## src/rtl/oled_disp_sched.sv

```systemverilog
// oled_disp_sched: refresh-paced BCD conversion of three measurements, committed atomically to the OLED digits (option: OLED_BLANK_LEAD_EN blanks leading frequency zeros)
module oled_disp_sched #(
  parameter int CLK_HZ     = 12000000,
  parameter int REFRESH_HZ = 4,
  parameter int BIN_W      = 10
) (
  input  logic             clk,
  input  logic             rst_n,
  input  logic             meas_valid,
  input  logic [BIN_W-1:0] freq_bin,
  input  logic [BIN_W-1:0] dc1_bin,
  input  logic [BIN_W-1:0] dc2_bin,
  output logic [3:0]       freq_100,
  output logic [3:0]       freq_10,
  output logic [3:0]       freq_1,
  output logic [3:0]       dc1_10,
  output logic [3:0]       dc1_1,
  output logic [3:0]       dc1_01,
  output logic [3:0]       dc2_10,
  output logic [3:0]       dc2_1,
  output logic [3:0]       dc2_01,
  output logic             upd_done,
  output logic             busy
);
  localparam int PERIOD = CLK_HZ / REFRESH_HZ;
  localparam int RW = PERIOD > 1 ? $clog2(PERIOD) : 1;
  localparam int CW = BIN_W > 1 ? $clog2(BIN_W) : 1;
  typedef enum logic [1:0] {IDLE, LOAD, SHIFT, COMMIT} state_t;
  state_t state, nxt;
  logic [RW-1:0] rcnt;
  logic tick, full, last, commit;
  logic [BIN_W-1:0] sh [3];
  logic [BIN_W-1:0] w [2];
  logic [BIN_W-1:0] bin;
  logic [11:0] bcd, adj, bcd_n;
  logic [11:0] res [2];
  logic [CW-1:0] bit_i;
  logic [1:0] ch;
  function automatic logic [3:0] d3(input logic [3:0] n);
    return n >= 4'd5 ? n + 4'd3 : n;
  endfunction
  function automatic logic [BIN_W-1:0] sat(input logic [BIN_W-1:0] v);
    return 32'(v) > 32'd999 ? BIN_W'(999) : v;
  endfunction
  assign tick     = rcnt == RW'(PERIOD - 1);
  assign adj      = {d3(bcd[11:8]), d3(bcd[7:4]), d3(bcd[3:0])};
  assign bcd_n    = (adj << 1) | {11'd0, bin[BIN_W-1]};
  assign last     = bit_i == CW'(BIN_W - 1);
  assign commit   = state == SHIFT && last && ch == 2'd2;
  assign busy     = state != IDLE;
  assign upd_done = state == COMMIT;
  // free-running refresh counter, wraps on tick
  always_ff @(posedge clk or negedge rst_n)
    if (!rst_n) rcnt <= '0;
    else rcnt <= tick ? '0 : rcnt + 1'b1;
  // shadow holds the newest saturated measurement until LOAD consumes it
  always_ff @(posedge clk or negedge rst_n)
    if (!rst_n) begin
      sh   <= '{default: '0};
      full <= 1'b0;
    end else if (meas_valid) begin
      sh[0] <= sat(freq_bin);
      sh[1] <= sat(dc1_bin);
      sh[2] <= sat(dc2_bin);
      full  <= 1'b1;
    end else if (state == LOAD) full <= 1'b0;
  // state register
  always_ff @(posedge clk or negedge rst_n)
    if (!rst_n) state <= IDLE;
    else state <= nxt;
  // next-state: a same-cycle capture counts as shadow data for the tick
  always_comb begin
    nxt = state;
    case (state)
      IDLE:    nxt = tick && (full || meas_valid) ? LOAD : IDLE;
      LOAD:    nxt = SHIFT;
      SHIFT:   nxt = commit ? COMMIT : SHIFT;
      default: nxt = IDLE;
    endcase
  end
  // double-dabble over the three channels, freq first
  always_ff @(posedge clk or negedge rst_n)
    if (!rst_n) begin
      w     <= '{default: '0};
      res   <= '{default: '0};
      bin   <= '0;
      bcd   <= '0;
      bit_i <= '0;
      ch    <= '0;
    end else if (state == LOAD) begin
      w[0]  <= sh[1];
      w[1]  <= sh[2];
      bin   <= sh[0];
      bcd   <= '0;
      bit_i <= '0;
      ch    <= '0;
    end else if (state == SHIFT) begin
      if (last) begin
        if (ch != 2'd2) res[ch[0]] <= bcd_n;
        bin   <= ch == 2'd0 ? w[0] : w[1];
        bcd   <= '0;
        bit_i <= '0;
        ch    <= ch + 1'b1;
      end else begin
        bcd   <= bcd_n;
        bin   <= bin << 1;
        bit_i <= bit_i + 1'b1;
      end
    end
  // all nine digits land on the edge entering COMMIT
  always_ff @(posedge clk or negedge rst_n)
    if (!rst_n) begin
      {freq_100, freq_10, freq_1} <= '0;
      {dc1_10, dc1_1, dc1_01}     <= '0;
      {dc2_10, dc2_1, dc2_01}     <= '0;
    end else if (commit) begin
`ifdef OLED_BLANK_LEAD_EN
      freq_100 <= res[0][11:8] == 4'd0 ? 4'hF : res[0][11:8];
      freq_10  <= res[0][11:4] == 8'd0 ? 4'hF : res[0][7:4];
`else
      freq_100 <= res[0][11:8];
      freq_10  <= res[0][7:4];
`endif
      freq_1 <= res[0][3:0];
      {dc1_10, dc1_1, dc1_01} <= res[1];
      {dc2_10, dc2_1, dc2_01} <= bcd_n;
    end
endmodule

```

## config.mk

```make
export PLATFORM = sky130hd
export DESIGN_NAME = oled_disp_sched
export DESIGN_NICKNAME = d
export VERILOG_FILES = /design/src/rtl/oled_disp_sched.sv
export SDC_FILE = /design/constraint.sdc
export NUM_CORES = 1
export LEC_CHECK = 0
export CAP_MARGIN = 30
export CORE_MARGIN = 4
export CORE_UTILIZATION = 65
export CTS_CLUSTER_DIAMETER = 60
export CTS_CLUSTER_SIZE = 30
export DETAILED_ROUTE_END_ITERATION = 7
export DONT_BUFFER_PORTS = 1
export GPL_TIMING_DRIVEN = 1
export PLACE_DENSITY_LB_ADDON = 0.2
export SYNTH_ARGS = -nofsm -noshare
export SYNTH_HDL_FRONTEND = slang
export SYNTH_SLANG_ARGS = --single-unit
```

## constraint.sdc

```tcl
create_clock -name clk -period 5 [get_ports clk]
set_input_delay 0.75 -clock clk [delete_from_list [all_inputs] [get_ports clk]]
set_output_delay 0.75 -clock clk [all_outputs]
set_load 0.02 [all_outputs]
```

==> results.md, run 1 <==
- Outcome: complete, no violations
- Number of storage elements in the synthesis netlist: 163
- Count of buffers added by post-CTS timing repair for setup: 0
- IR Drop Worst-Case VDD: 278 uV
- Remaining number of nets flagged by the antenna check after routing: 0
- Number of synthesized flops with an enable pin: 0
- Master of the slowest instance on the critical path: or4b_1
- Worst slew margin relative to its limit: 35.2%
- TritonCTS clock tree: built
- Area added between synthesis and finish: 10.8%
- Crit path max-delay family: simple AND/OR/NAND/NOR gates
- Placer congestion estimate: 0.824
- R2R cell count: 6
- Total grt overflow: 0
- Core Area: 10,500 sq um
- Die W: around 110 microns
- Critical path buffers and inverters: 2
- Clock insertion delay at the later pin of the skew report: 520 ps
- Number of placed I/O pins: approximately 70
- Initial cell density of the core: 67.7%
- Reg2Reg Launch Point: state[1]
- CTS Root Cell: clkbuf_8
- Number of levels in the clock H-tree: 4
- All-layer global routing usage: a little under a quarter
- Leakage power summed over all cells: 3.59 nW
- Number of setup violations in the final report: 0
- Fin Hold WS: 197 ps
- Final Hold Viols: 0
- Number of different library cells in the post-synthesis netlist: 50
- Shortest clock period the worst path allows after layout: between 2000 and 3000 ps
- Startpoint types: flop
- Number of standard cells after synthesis: approximately 630
- Number of nets in the finished design: 678
- Class of the most critical hold timing path: input pin to async pin
- Max-slew violation total from the final report: 0
- Via count: ~4,800
- Total of warnings raised by yosys: 0
- Maximum number of pins on one net before global-route repair: 164
- Total length of routed wires: 14,000 microns
- Highest Clock Rate: 359 MHz
- Post-Synthesis Mean Instance Area: 11.3 sq um
- Post-DR vias/cell: 6.11
- Data arrival time at the worst-slack endpoint: about 3200 ps
- Share of the cycle needed by the critical path after routing: around 56%
- Total inserted antenna cells: 0
- Maximum clock path buffer count: 2
- Max capacitance violation total: 0
- Die ar.: around 13,000 sq um
- Number of CTS-inserted buffers: 17
- WS Path Type: flop to flop
- First-pass GRT wire length: about 24,000 microns
- Sequential fraction of the synthesis area: 57.3%
- Resized cells post-CTS: 0
- Row count: 37
- Setup clock skew after layout: approximately 7.3 ps
- Setup repair after global routing missed its margin: no
- Crit path capture type: flop
- Netlist Area Pre-Place: 7120 sq um
- Largest driver fanout on the critical path: 36
- Routed WL per cell: 18.0 microns
- FFs w/ async S/R, synth: between 90% and 100%
- Register clock-pin slew on the reported worst setup and hold paths: 70 ps
- Setup slack on the worst flop-to-flop path: 2210 ps
- Initial antenna violation count: 0
- Top FF cell, synth: dfrtp_1
- TNS Setup: 0 ps
- Fraction of final layout cells with drive strength greater than 1: 14.8%
- Crit path required time: 5410 ps
- P per Cell Area: 435 nW/um^2
- DR pass1 iterations: 6
- DRC Markers: 0
- # clock sinks: 163
- Endpoint of the worst register-to-register path: res[19]
- Pin slew with the least headroom to its limit: 967 ps
- Number of I/O port buffers: 0
- CP peak stage delay: 940 ps
- Vertical die dimension: 113 microns
- Number of global-route vias before repair: 4,849
- Initial drt markers: 501
- Cells traversed along the worst timing path: inv_1 -> ha_1 -> buf_4 -> nand4bb_4 -> or4b_1 -> mux2_4
- Net Count, Synth: between 600 and 700
- Total half-perimeter wirelength after legalization and detailed placement: 9310 microns
- Post-CTS Hold Fix Bufs: 1
-- area by class of cell --
type                            count  area [sq um]
Sequential cell                   163          4080
Multi-Input combinational cell    412          2810
Fill cell                         695          2630
Clock buffer                       20           445
Clock inverter                     11           200
Tap cell                          136           170
Inverter                           29           109
Timing Repair Buffer                7          72.6
-- power by group --
part           total [mW]  internal (mW)  switching [mW]
registers            1.79           1.53           0.261
logic               0.235          0.125           0.110
clock network        1.40          0.891           0.512
total                3.43           2.54           0.884
-- logic make-up (layout without fill, tap and decap cells) --
kind of cell	count (synthesis)	count (layout)	synth area share, %
AOI/OAI and AO/OA	95	95	8.85
buffers and inverters	57	67	3.25
and+or+nand+nor	210	210	14.1
DFF	163	163	57.3
adders and majority gates	15	15	2.64
xor gates and xnor gates	23	23	2.83
muxes	69	69	11.0
-- worst max-delay path by stage --
stage | from | to | slack (ps) | cells past startpoint
CTS | state[1] | res[6] | 2200 | 6
floorplan | state[1] | res[12] | 2930 | 7
detailed placement | state[1] | res[22] | 2200 | 6
global route | state[1] | res[6] | 2050 | 6
global placement | state[1] | res[18] | 2290 | 6
finish | state[1] | res[19] | 2210 | 6
-- cells in the mapped netlist (2+ instances only) --
library cell	instances	area (sq um)
nand2_1	100	375
or3_1	2	12.5
dfrtp_1	163	4080
and3_1	3	18.8
nor2_1	44	165
nor4_1	6	37.5
o22ai_1	12	75.1
buf_2	5	25.0
mux2_2	45	507
a22o_1	3	26.3
nand4_1	12	75.1
ha_1	15	188
nand3_1	13	65.1
a221oi_1	9	78.8
nor3_1	7	35.0
nor2b_1	6	37.5
a21o_1	5	37.5
xnor2_1	18	158
o32ai_1	6	52.6
buf_1	2	7.51
o21ai_0	20	100
o22a_1	9	78.8
a21oi_1	14	70.1
xor2_1	5	43.8
mux2_4	7	105
a31oi_1	7	43.8
nand2b_1	3	18.8
o2bb2ai_1	3	26.3
clkbuf_1	19	71.3
o21ai_1	5	25.0
mux2i_1	17	170
inv_1	29	109
-- stage by stage --
step | util (%) | instance area (sq um) | worst slack (ps) | power [mW] | instances
final | 75.0 | 7880 | 2210 | 3.43 | 778
after global routing | 75.0 | 7880 | 2050 | 3.58 | 778
after CTS | 74.9 | 7870 | 2200 | 3.46 | 777
after detailed placement | 68.5 | 7200 | 2200 | 2.03 | 745
after global placement | 68.5 | 7200 | 2290 | 2.00 | 745
after floorplan | - | 7120 | 2930 | 1.96 | 632
-- placed cells by master (no fill, tap or decap), types with 2 or more instances in the layout --
cell       Yosys  routed
dfrtp_1      163     163
nor4_1         6       6
clkinv_4       0       2
a31oi_1        7       7
mux2_4         7       7
nor3_1         7       7
clkbuf_16      0      16
o32ai_1        6       6
o22ai_1       12      12
o21ai_1        5       5
o2bb2ai_1      3       3
o21ai_0       20      20
a21o_1         5       5
nand3_1       13      13
a221oi_1       9       9
inv_1         29      29
nand2b_1       3       3
clkbuf_8       0       3
o22a_1         9       9
or3_1          2       2
a21oi_1       14      14
ha_1          15      15
nand2_1      100     100
xnor2_1       18      18
nor2b_1        6       6
and3_1         3       3
mux2i_1       17      17
bufinv_16      0       5
buf_4          1       6
nand4_1       12      12
a22o_1         3       3
mux2_2        45      45
xor2_1         5       5
nor2_1        44      44
-- flip-flops by register name, summed over array words and instances (netlist names) --
register  flops
w            20
res          24
rcnt         22
full          1
freq_100      4
sh           30
dc2_01        4
state         2
bit_i         4
dc1_01        4
freq_10       4
dc1_1         4
dc2_1         4
ch            2
dc1_10        4
bcd          12
bin          10
dc2_10        4
freq_1        4
-- metal layers --
metal / global-route usage [%] / wire length [microns] / vias up
met4: 9.62 / 329 / 0
met5: 0 / 0 / -
met1: 27.8 / 5630 / 2374
met2: 40.2 / 7260 / 148
li1: - / - / 2204
met3: 5.71 / 806 / 27
No activity file was read; power rests on OpenSTA's default activity.
==> run 2, diff against run 1 <==
--- a/config.mk
+++ b/config.mk
@@ -7,7 +7,7 @@
 export LEC_CHECK = 0
 export CAP_MARGIN = 30
 export CORE_MARGIN = 4
-export CORE_UTILIZATION = 65
+export CORE_UTILIZATION = 57
 export CTS_CLUSTER_DIAMETER = 60
 export CTS_CLUSTER_SIZE = 30
 export DETAILED_ROUTE_END_ITERATION = 7
==> constraint.sdc (replaced) <==
create_clock -name clk -period 2.5 [get_ports clk]
set_input_delay 0.375 -clock clk [delete_from_list [all_inputs] [get_ports clk]]
set_output_delay 0.375 -clock clk [all_outputs]
set_load 0.02 [all_outputs]
==> results.md, run 2 (synthesized netlist as in run 1, its figures left out) <==
- Highest Clock Rate: 446 MHz
- Row count: 40
- Share of the cycle needed by the critical path after routing: 89.6%
- Top register by number of flip-flops: sh
- Class of the most critical hold timing path: input pin to async pin
- Setup slack on the worst flop-to-flop path: roughly 260 ps
- Register clock-pin slew on the reported worst setup and hold paths: 60 ps
- Max capacitance violation total: 0
- DR pass1 iterations: 5
- TritonCTS clock tree: built
- Count of buffers added by post-CTS timing repair for setup: 0
- Post-DR vias/cell: 5.73
- Total grt overflow: 0
- Pin slew with the least headroom to its limit: 761 ps
- Crit path capture type: flop
- Commonest cells after routing, fill and taps aside: 163 x dfrtp_1, 100 x nand2_1, 45 x mux2_2, 44 x nor2_1, 29 x inv_1
- Fraction of final layout cells with drive strength greater than 1: around 15%
- Largest driver fanout on the critical path: 17
- Leakage power summed over all cells: 3.57 nW
- Total half-perimeter wirelength after legalization and detailed placement: approximately 9600 microns
- Initial cell density of the core: between 50% and 60%
- Setup repair after global routing missed its margin: no
- R2R cell count: 6
- Startpoint types: flop
- Placer congestion estimate: 0.800
- Reg2Reg Launch Point: state[1]
- CTS Root Cell: clkbuf_16
- Resized cells post-CTS: 0
- Power, Total: 6.51 mW
- Core Area: 12,100 sq um
- Layout Utilization: 64.9%
- Number of CTS-inserted buffers: 17
- Initial antenna violation count: 0
- # clock sinks: 163
- Max-slew violation total from the final report: 0
- Worst slew margin relative to its limit: roughly 50%
- WS Path Type: flop to flop
- DRC Markers: 0
- Initial drt markers: 280
- Routed WL per cell: 17.2 microns
- Number of levels in the clock H-tree: 4
- Total length of routed wires: roughly 14,000 microns
- Final Hold Viols: 163
- Max FFs per register: 30
- Number of placed I/O pins: 71
- Crit path required time: 2810 ps
- Setup clock skew after layout: 7.20 ps
- Endpoint of the worst register-to-register path: res[12]
- Number of global-route vias before repair: 4,781
- Number of nets in the finished design: 683
- IR Drop Worst-Case VDD: 622 uV
- Top Registers: sh x30, res x24, rcnt x22
- Remaining number of nets flagged by the antenna check after routing: 0
- Least setup slack across all paths after layout: 260 ps
- P per Cell Area: 828 nW/um^2
- Placement-stage worst setup slack: 247 ps
- Cell Count, Final, Fillers Out: roughly 820
- Die ar.: 14,300 sq um
- Data arrival time at the worst-slack endpoint: 2550 ps
- Clock insertion delay at the later pin of the skew report: 430 ps
- Placed cell count: 784
- Outcome: finished, violations left
- Via count: 4,668
- Number of setup violations in the final report: 0
- Total inserted antenna cells: 0
- Most common cell after layout, fill and taps aside: dfrtp_1
- Area added between synthesis and finish: 10.5%
- Vertical die dimension: between 100 and 150 microns
- TNS Setup: 0 ps
- Maximum clock path buffer count: 2
- First-pass GRT wire length: ~24,000 microns
- Number of I/O port buffers: 0
- Violated checks: hold timing
- Fin Hold WS: -357 ps
- Shortest clock period the worst path allows after layout: 2240 ps
- All-layer global routing usage: 20.8%
- Die W: between 100 and 150 microns
- Maximum number of pins on one net before global-route repair: 164
run 2: cell types whose count changed in the layout (fill, tap and decap cells not counted):
cell / before / now
clkbuf_1: 1 / 3
buf_16: 1 / 0
clkbuf_8: 3 / 2
bufinv_16: 5 / 2
inv_8: 1 / 0
clkinv_2: 1 / 4
clkbuf_16: 16 / 17
clkinvlp_4: 1 / 2
buf_4: 6 / 12
clkinv_4: 2 / 0
run 2: power breakdown:
| part | leakage [nW] | internal [mW] | switching [mW] | total (mW) |
|---|---|---|---|---|
| registers | 2.04 | 3.06 | 0.521 | 3.58 |
| logic | 1.25 | 0.245 | 0.173 | 0.418 |
| clock network | 0.276 | 1.51 | 1.00 | 2.51 |
run 2: worst max path at each step:
stage	end	start	slack, ps	cells after the start
after floorplan	res[12]	state[1]	430	7
final	res[12]	state[1]	260	6
after CTS	res[18]	state[1]	240	6
after global placement	res[18]	state[1]	320	6
after detailed placement	res[18]	state[1]	250	6
after global routing	res[11]	state[1]	110	7
run 2: stage by stage:
step                      hold slack, ps  area (sq um)
after floorplan                     79.4          7120
after global placement              84.7          7290
after detailed placement            84.0          7290
after CTS                           -378          7860
after global routing                -378          7860
final                               -357          7860
run 2: layout make-up:
type                            count  area, sq um
Tap cell                          168          210
Clock inverter                      9          104
Inverter                           29          109
Timing Repair Buffer               12         90.1
Clock buffer                       22          464
Sequential cell                   163         4080
Multi-Input combinational cell    412         2810
Fill cell                         931         4250
run 2: per-layer routing:
layer	wire length, microns	track usage, %
met1	6010	25.5
met2	7030	34.6
met3	709	6.31
met4	305	8.45
met5	0	0
run 2: critical path: stages (launching register included):
cell	delay (ps)
dfrtp_1	380
inv_1	80
ha_1	190
nand4bb_4	370
or4b_1	570
buf_4	220
mux2_4	310
